### src/rtl/button_conditioner_pkg.sv
// ============================================================================
// Module : button_conditioner_pkg
// Brief  : Shared defaults and width helper for the button conditioner.
// Rev    : 1.0  initial release
// ============================================================================
`default_nettype none

package button_conditioner_pkg;

  localparam int DEF_DB_CYCLES  = 8;
  localparam int DEF_SAMPLE_DIV = 1;

  // Counter width for values 0..value-1, never narrower than one bit.
  function automatic int clog2_min1(input int value);
    int w;
    w = 1;
    while ((1 << w) < value) w++;
    return w;
  endfunction

endpackage

`default_nettype wire

### src/rtl/button_conditioner_channel.sv
// ============================================================================
// Module : btn_channel
// Brief  : One button: 2-flop sync, tick-gated debounce, press/release pulses,
//          optional hold counter when BTN_AUTOREPEAT_EN is defined.
// Rev    : 1.0  initial release
// ============================================================================
`default_nettype none

module btn_channel
  import button_conditioner_pkg::*;
#(
  parameter int DB_CYCLES     = DEF_DB_CYCLES,
  parameter int REPEAT_DELAY  = 50,
  parameter int REPEAT_PERIOD = 10
) (
  input  logic clk,
  input  logic rst,
  input  logic tick,
  input  logic pb,
  output logic level,
  output logic press,
  output logic released
);

  localparam int CW = clog2_min1(DB_CYCLES);
  localparam logic [CW-1:0] C_CNT_MAX = CW'(DB_CYCLES - 1);

  logic          r_sync1;
  logic          r_sync2;
  logic [CW-1:0] r_cnt;
  logic          r_level;
  logic          r_press;
  logic          r_release;
  logic          w_accept;
  logic          w_rise;
  logic          w_fall;
  logic          w_repeat;

  assign w_accept = tick && (r_sync2 != r_level) && (r_cnt == C_CNT_MAX);
  assign w_rise   = w_accept &  r_sync2;
  assign w_fall   = w_accept & ~r_sync2;

  always_ff @(posedge clk or posedge rst) begin
    if (rst) begin
      r_sync1   <= 1'b0;
      r_sync2   <= 1'b0;
      r_cnt     <= '0;
      r_level   <= 1'b0;
      r_press   <= 1'b0;
      r_release <= 1'b0;
    end else begin
      r_sync1   <= pb;
      r_sync2   <= r_sync1;
      // Pulses land on the same edge as the level update, so they are
      // one clk wide whatever the tick rate.
      r_press   <= w_rise | w_repeat;
      r_release <= w_fall;
      if (tick) begin
        if (r_sync2 == r_level) begin
          r_cnt <= '0;
        end else if (r_cnt == C_CNT_MAX) begin
          r_level <= r_sync2;
          r_cnt   <= '0;
        end else begin
          r_cnt <= r_cnt + 1'b1;
        end
      end
    end
  end

`ifdef BTN_AUTOREPEAT_EN
  localparam int C_HOLD_MAX = (REPEAT_DELAY > REPEAT_PERIOD) ? REPEAT_DELAY : REPEAT_PERIOD;
  localparam int HW         = clog2_min1(C_HOLD_MAX);

  logic [HW-1:0] r_hold;
  logic          r_first;
  logic [HW-1:0] w_limit;

  // First repeat waits the long delay, later ones the short period.
  assign w_limit  = r_first ? HW'(REPEAT_DELAY - 1) : HW'(REPEAT_PERIOD - 1);
  assign w_repeat = tick && r_level && !w_fall && (r_hold == w_limit);

  always_ff @(posedge clk or posedge rst) begin
    if (rst) begin
      r_hold  <= '0;
      r_first <= 1'b1;
    end else if (w_rise || !r_level) begin
      r_hold  <= '0;
      r_first <= 1'b1;
    end else if (tick) begin
      if (w_repeat) begin
        r_hold  <= '0;
        r_first <= 1'b0;
      end else begin
        r_hold <= r_hold + 1'b1;
      end
    end
  end
`else
  assign w_repeat = 1'b0;

  if (REPEAT_DELAY < 1 || REPEAT_PERIOD < 1) begin : g_repeat_cfg_unused
  end
`endif

  assign level    = r_level;
  assign press    = r_press;
  assign released = r_release;

endmodule

`default_nettype wire

### src/rtl/button_conditioner.sv
// ============================================================================
// Module : button_conditioner
// Brief  : N-channel push-button front end with shared sample prescaler and
//          lowest-index press encoder. Auto-repeat via BTN_AUTOREPEAT_EN.
//          The release pulse port is named released (release is a keyword).
// Rev    : 1.0  initial release
// ============================================================================
`default_nettype none

module button_conditioner
  import button_conditioner_pkg::*;
#(
  parameter int N_CH          = 4,
  parameter int SAMPLE_DIV    = DEF_SAMPLE_DIV,
  parameter int DB_CYCLES     = DEF_DB_CYCLES,
  parameter int REPEAT_DELAY  = 50,
  parameter int REPEAT_PERIOD = 10
) (
  input  logic                            clk,
  input  logic                            rst,
  input  logic [N_CH-1:0]                 pb,
  output logic [N_CH-1:0]                 level,
  output logic [N_CH-1:0]                 press,
  output logic [N_CH-1:0]                 released,
  output logic                            any_press,
  output logic [clog2_min1(N_CH)-1:0]     press_idx
);

  localparam int IDX_W = clog2_min1(N_CH);
  localparam int DW    = clog2_min1(SAMPLE_DIV);
  localparam logic [DW-1:0] C_DIV_LAST = DW'(SAMPLE_DIV - 1);

  logic [DW-1:0] r_div;
  logic          w_tick;

  // With SAMPLE_DIV=1 the counter sits at 0 and tick is permanently high.
  assign w_tick = (r_div == C_DIV_LAST);

  always_ff @(posedge clk or posedge rst) begin
    if (rst) begin
      r_div <= '0;
    end else if (w_tick) begin
      r_div <= '0;
    end else begin
      r_div <= r_div + 1'b1;
    end
  end

  for (genvar g = 0; g < N_CH; g++) begin : g_ch
    btn_channel #(
      .DB_CYCLES     (DB_CYCLES),
      .REPEAT_DELAY  (REPEAT_DELAY),
      .REPEAT_PERIOD (REPEAT_PERIOD)
    ) u_ch (
      .clk      (clk),
      .rst      (rst),
      .tick     (w_tick),
      .pb       (pb[g]),
      .level    (level[g]),
      .press    (press[g]),
      .released (released[g])
    );
  end

  always_comb begin
    any_press = |press;
    press_idx = '0;
    // Descending scan so the lowest set index is written last.
    for (int i = N_CH - 1; i >= 0; i--) begin
      if (press[i]) press_idx = IDX_W'(i);
    end
  end

endmodule

`default_nettype wire

### config.mk
export PLATFORM = sky130hd
export DESIGN_NAME = button_conditioner
export DESIGN_NICKNAME = d
export VERILOG_FILES = /design/src/rtl/button_conditioner_pkg.sv /design/src/rtl/button_conditioner_channel.sv /design/src/rtl/button_conditioner.sv
export SDC_FILE = /design/constraint.sdc
export NUM_CORES = 1
export LEC_CHECK = 0
export BUFFER_PORTS_ARGS = -buffer_cell sky130_fd_sc_hd__buf_2
export CORE_MARGIN = 8
export CORE_UTILIZATION = 53
export CTS_BUF_LIST = sky130_fd_sc_hd__clkbuf_16
export DETAILED_ROUTE_END_ITERATION = 10
export PLACE_DENSITY = 0.81
export SETUP_SLACK_MARGIN = 0.2
export SLEW_MARGIN = 25
export SYNTH_ARGS = -nofsm -noshare
export SYNTH_HDL_FRONTEND = slang
export SYNTH_SLANG_ARGS = --single-unit
### constraint.sdc
create_clock -name clk -period 1.3 [get_ports clk]
set_clock_uncertainty 0.05 [all_clocks]
set_input_delay 0.065 -clock clk [delete_from_list [all_inputs] [get_ports clk]]
set_output_delay 0.065 -clock clk [all_outputs]
set_load 0.005 [all_outputs]
==> impl_metrics.toml, run 1 <==
[grt]
grt_max_degree = 18
grt_first_pass_wirelength_um = 3670
grt_pass1_vias = 816
antenna_found_initial = 0
met3_usage_pct = 7.39
grt_use_met1_pct = 11.5
use_met2_pct = 18.9
overflow = 0
grtUsageTotal_pct = 11.6
top_usage_layer = "met2"

[timing]
tns_ns = 0
max_clock_freq_mhz = 849
rsz0062_at_grt = "true"
period_minus_slack_ns = 1.18
worst_slew_pin_slew_ns = 0.337
setup_violations = 0
maxSlewHeadroom_pct = 77.4
hold_viol = 0
drv_slew = 0
timing.final.crit_share_pct = 90.6
hold_slack_ns = 0.236

[power_and_ir_drop]
power_density_mw_per_mm2 = 1900
leakagePower_nw = 0.833
ir_worst_vdd_v = 0.00131
combPwrFrac_pct = 21.6
clkPwrFrac_pct = 33.8
swShare_pct = 27.1
intPower_mw = 2.28
p_seq_share_pct = 44.6
p_sw_mw = 0.849

[detailed_routing]
drt_iter0_drc = 10
totalWireLength_um = 2270
via_per_inst = 5.03
num_vias = 749
drcViolationCount = 0
detail-route-antenna-nets = 0
wire_per_inst_um = 15.2
first_pass_iters = 3

[min_path]
hold_class = "in2async"

[status]
status = "completed"

[synth]
synthArstFlopShare_pct = 100
synth.most_common_cell = "dfrtp_1"
synth_cells = 96
synth_top_cell_area_share_pct = 63.4
syn-num-nets = 110
yosys-top-cells-count = "dfrtp_1, buf_4, ha_1"
synth_ff_type = "dfrtp_1"
synth_area_leader_cell = "dfrtp_1"
netlist_area_mm2 = 0.00126
ys_seq_area_share_pct = 63.4
synth_edf_count = 0
yosys_warnings = 0
syn_area_per_cell_um2 = 13.2
yosys.cell_types.count = 16
synthTopCellsByArea = "dfrtp_1, ha_1, buf_4, nor3b_2, and2_2"
ys_ff_latch = 32

[clock_tree]
clkLatencyLatePin_ns = 0.27
clock_sinks = 32
htreeDepth = 2
cts_tree = "yes"
ctsRootBufferMaster = "clkbuf_16"
numCtsBuffers = 5
path_clk_slew_ns = 0.05
clock_path_buffers = 2

[floorplan]
die_area_mm2 = 0.00420
die-width_um = 64.8
start_util_pct = 56.5
boundaryPins = 21
die_h_um = 64.8
fp.coreArea_mm2 = 0.00223
rows = 17

[setup_path]
start_kind = "flip-flop"
crit_arrival_ns = 1.06
end_kind = "output pin"
cp.required_ns = 1.19
crit_type = "reg2out"
worst-path-max-fanout = 4

[place]
port_buffers = 20
dp_hpwl_um = 1410
gp_congestion = 0.767

[cells_and_area]
diodes = 0
drive_gt1_share_pct = 48.8
nets = 134
area_growth_pct = 30.9

[flow_run]
drv_cap = 0
-- metal layers --
| layer | vias to the layer above | routed length, µm |
|---|---|---|
| li1 | 342 | - |
| met5 | - | 0 |
| met2 | 23 | 1210 |
| met4 | 0 | 48 |
| met3 | 6 | 187 |
| met1 | 378 | 828 |
-- worst paths after layout --
check                                           start              endpoint  slack [ns]  cells past startpoint
worst max-delay path               g_ch[0].u_ch.press          press_idx[1]        0.12                      2
worst min-delay path                              rst    g_ch[2].u_ch.level        0.24                      3
worst max register to register  g_ch[0].u_ch.r_cnt[0]    g_ch[0].u_ch.level        0.20                      4
worst min register to register   g_ch[2].u_ch.r_sync1  g_ch[2].u_ch.r_sync2        0.29                      0
max in group asynchronous                         rst  g_ch[0].u_ch.r_sync1        0.43                      4
min in group clk                 g_ch[2].u_ch.r_sync1  g_ch[2].u_ch.r_sync2        0.29                      0
-- stage by stage --
stage	utilization, %	instances	worst slack (ns)	cell area (µm²)	total power, mW
floorplan	-	96	0.206	1270	1.78
global route	74.0	149	0.0811	1650	3.33
global placement	59.7	134	0.186	1330	1.85
finish	74.0	149	0.122	1650	3.13
detailed placement	59.7	134	0.144	1330	1.91
CTS	71.3	148	0.152	1590	3.10
-- repair_timing --
action | 4_1_cts | 5_1_grt
gates cloned | 0 | 0
hold buffers | 5 | 0
pin swaps | 4 | 4
buffers inserted | 1 | 1
endpoints found under the hold margin | 12 | 0
gates resized for setup | 11 | 12
setup endpoints to repair | 19 | 14
-- state kept, by name, indices dropped and copies added, names as in the netlist --
signal	cells
g_ch.u_ch.level	4
g_ch.u_ch.press	4
g_ch.u_ch.r_cnt	12
g_ch.u_ch.r_sync1	4
g_ch.u_ch.r_sync2	4
g_ch.u_ch.released	4
-- power by group through the flow --
stage                     logic (mW)  registers, mW  clock network (mW)
after floorplan                0.449           1.33                   0
after global placement         0.497           1.35                   0
after detailed placement       0.537           1.37                   0
after CTS                      0.639           1.37                1.09
after global routing           0.771           1.41                1.14
final                          0.677           1.40                1.06
-- cells in the final DEF, fill, tap and decap left out --
cell,synthesis,routed
ha_4,0,4
ha_2,0,4
a21oi_2,0,1
nand2_1,5,3
nand2b_4,0,1
buf_4,12,3
clkinv_1,0,1
nor2b_4,0,1
clkbuf_16,0,5
dlygate4sd3_1,0,5
inv_1,6,8
o21ai_0,4,2
xor2_1,3,2
and2_2,6,3
dfrtp_1,32,32
o21ai_1,0,2
xor2_2,0,1
buf_2,0,20
nor2_2,0,1
and2_4,0,3
nor3b_2,4,6
nor3b_1,4,2
buf_6,0,1
nor2_1,6,5
xnor2_2,0,1
nand2_2,0,2
nor3_2,0,2
-- critical path: stages, from the launching register on --
cell and delay [ns]:
dfrtp_1 0.42, nor3_2 0.23, buf_2 0.15
-- layout make-up --
cell class	instances	area, µm²
timing repair buffer	29	184
multi-input combinational	46	474
clock inverter	3	11.3
clock buffer	5	125
sequential	32	801
inverter	6	22.5
tap	28	35.0
fill	145	581
-- kinds of logic (layout without fill, tap and decap cells) --
group	after synthesis	in the layout	share of synthesized area [%]
xor+xnor	4	4	2.78
fa+ha+maj	8	8	7.93
simple gates	29	29	15.0
buf+inv	18	43	8.92
compound gates	5	5	1.98
flops	32	32	63.4
Note: power is estimated with default switching activity, not from simulation.
==> inputs of run 2 (changes only) <==
Settings changed: CELL_PAD_IN_SITES_DETAIL_PLACEMENT from default to 1, CELL_PAD_IN_SITES_GLOBAL_PLACEMENT from default to 1, CORE_UTILIZATION 53 to 43, SETUP_SLACK_MARGIN 0.2 to 0.15, SYNTH_HIERARCHICAL from default to 1.
==> run 2 against run 1 <==
Compared with the run above: the run now ends with negative setup slack left; die area rose by 20%; combinational power fell by 20%; global-route usage rose by 5.5 points; via count rose by 48%; first-iteration DRC count rose to 5.0 times the previous value; hold slack improved by 0.074 ns.
==> impl_metrics.toml, run 2 <==
[detailed_routing]
totalWireLength_um = 5120
detail-route-antenna-nets = 0
drt_iter0_drc = 50
drcViolationCount = 0
first_pass_iters = 4
via_per_inst = 5.14
wire_per_inst_um = 23.7
num_vias = 1111

[timing]
timing.final.crit_share_pct = 115
period_minus_slack_ns = 1.49
hold_viol = 0
max_clock_freq_mhz = 670
tns_ns = -0.733
setup_violations = 10
drv_slew = 0
fin_ws_ns = -0.194
rsz0062_at_grt = "true"

[grt]
grt_max_degree = 12
grt_first_pass_wirelength_um = 6350
overflow = 0
grt_pass1_vias = 1191
grtUsageTotal_pct = 17.1
antenna_found_initial = 1

[synth]
synth.most_common_cell = "dfrtp_1"
yosys.cell_types.count = 15
synth_top_cell_area_share_pct = 61.4
synthArstFlopShare_pct = 100
ys_ff_latch = 32
synth_edf_count = 0
synth_ff_type = "dfrtp_1"
yosys-top-cells-count = "dfrtp_1, inv_1, nand2_1"
yosys_warnings = 6
ys_seq_area_share_pct = 61.4
synthTopCellsByArea = "dfrtp_1, ha_1, inv_1, nor3b_1, o22ai_1"
syn_area_per_cell_um2 = 12.1
netlist_area_mm2 = 0.00131
synth_cells = 108
synth_area_leader_cell = "dfrtp_1"

[cells_and_area]
drive_gt1_share_pct = 51.1
area_growth_pct = 71.4
final_common_cell = "dfrtp_1"
mostFrequentLayoutCells = "dfrtp_1, conb_1, buf_2"
largest_reg_flops = 12
nets = 195
finish.utilization_pct = 75.1
fin_cells = 216
regMostFlops = "g_ch.u_ch/r_cnt"

[status]
failed_checks = "negative setup slack"
status = "finished, violations left"

[clock_tree]
htreeDepth = 2
cts_tree = "yes"
ctsRootBufferMaster = "clkbuf_16"
path_clk_slew_ns = 0.06
clkLatencyLatePin_ns = 0.28
clock_sinks = 32
numCtsBuffers = 5
clock_path_buffers = 2

[floorplan]
die_area_mm2 = 0.00505
start_util_pct = 43.8
fp.coreArea_mm2 = 0.00298
rows = 20
die-width_um = 71.1
die_h_um = 71.1
boundaryPins = 21

[setup_path]
crit_arrival_ns = 1.63
crit_type = "reg2reg"
worst-path-max-fanout = 3
r2r_start = "g_ch[3].u_ch/r_cnt[0]"
worstSetupStartpoint = "g_ch[3].u_ch/r_cnt[0]"
cp.required_ns = 1.44
start_kind = "flip-flop"
end_kind = "flip-flop"

[place]
gp_congestion = 0.747
port_buffers = 20
dpl.cell_count = 192
dp_slack_ns = -0.0707
dp_hpwl_um = 2310

[flow_run]
drv_cap = 0

[power_and_ir_drop]
power_mw = 3.12
ir_worst_vdd_v = 0.000938
power_density_mw_per_mm2 = 1390
leakagePower_nw = 1.11

[min_path]
hold_class = "reg2reg"
worstHoldStart = "g_ch[2].u_ch/r_sync1"
-- run 2: where the power goes --
group | internal, mW | switching [mW]
sequential | 1.08 | 0.125
clock | 0.900 | 0.469
combinational | 0.288 | 0.255
-- run 2: cell families (layout without fill, tap and decap cells) --
group,after synthesis,count (layout),share of synthesized area (%)
DFF,32,32,61.4
and+or+nand+nor,29,29,12.5
buffers and inverters,17,64,4.89
AOI/OAI and AO/OA,13,13,7.19
adders and majority gates,8,8,7.67
xor gates and xnor gates,4,4,2.68
muxes,4,4,3.45
other,1,29,0.287
-- run 2: final timing paths --
path                       depth (start not counted)                    end  slack, ns
setup / recovery                                   4  g_ch[3].u_ch/r_cnt[0]      -0.19
min in group asynchronous                          3   g_ch[3].u_ch/r_sync1       0.35
setup reg to reg                                   4  g_ch[3].u_ch/r_cnt[0]      -0.19
max in group asynchronous                          3     g_ch[2].u_ch/press       0.56
hold / removal                                     0   g_ch[2].u_ch/r_sync2       0.31
hold reg to reg                                    0   g_ch[2].u_ch/r_sync2       0.31
-- run 2: area by class of cell --
type                    count  area, µm²
multi-input cells          86        883
well taps                  33       41.3
fillers                   263        741
inverters                  17       63.8
flip-flops and latches     32        805
diodes                      1       2.50
clock inverters             3       42.5
repair buffers             39        274
clock buffers               5        125
-- run 2: repair_timing --
action	in CTS	in global routing
endpoints found under the hold margin	36	0
gates resized for setup	24	35
cloned	0	0
endpoints found under the setup margin	23	27
pin swaps	12	13
hold buffers	5	0
setup buffers	3	7
-- run 2: per-stage QoR --
stage	instance area [µm²]	hold WS [ns]
3_5_place_dp	1640	0.0185
4_1_cts	2010	0.276
5_1_grt	2240	0.322
3_3_place_gp	1640	0.00476
6_report	2240	0.309
2_1_floorplan	1470	-0.169
-- run 2: per-layer routing --
| layer | GRT usage (%) | vias up | share of wire, % |
|---|---|---|---|
| met4 | 6.24 | 0 | 4.2 |
| met5 | 0 | - | 0 |
| met3 | 5.93 | 19 | 4.2 |
| met1 | 17.1 | 576 | 38 |
| li1 | - | 482 | - |
| met2 | 31.8 | 34 | 54 |
-- run 2: critical path, cell delays in order (launching register included) --
cell	delay, ns
dfrtp_2	0.44
ha_4	0.18
ha_4	0.17
or3b_4	0.40
o22ai_4	0.16
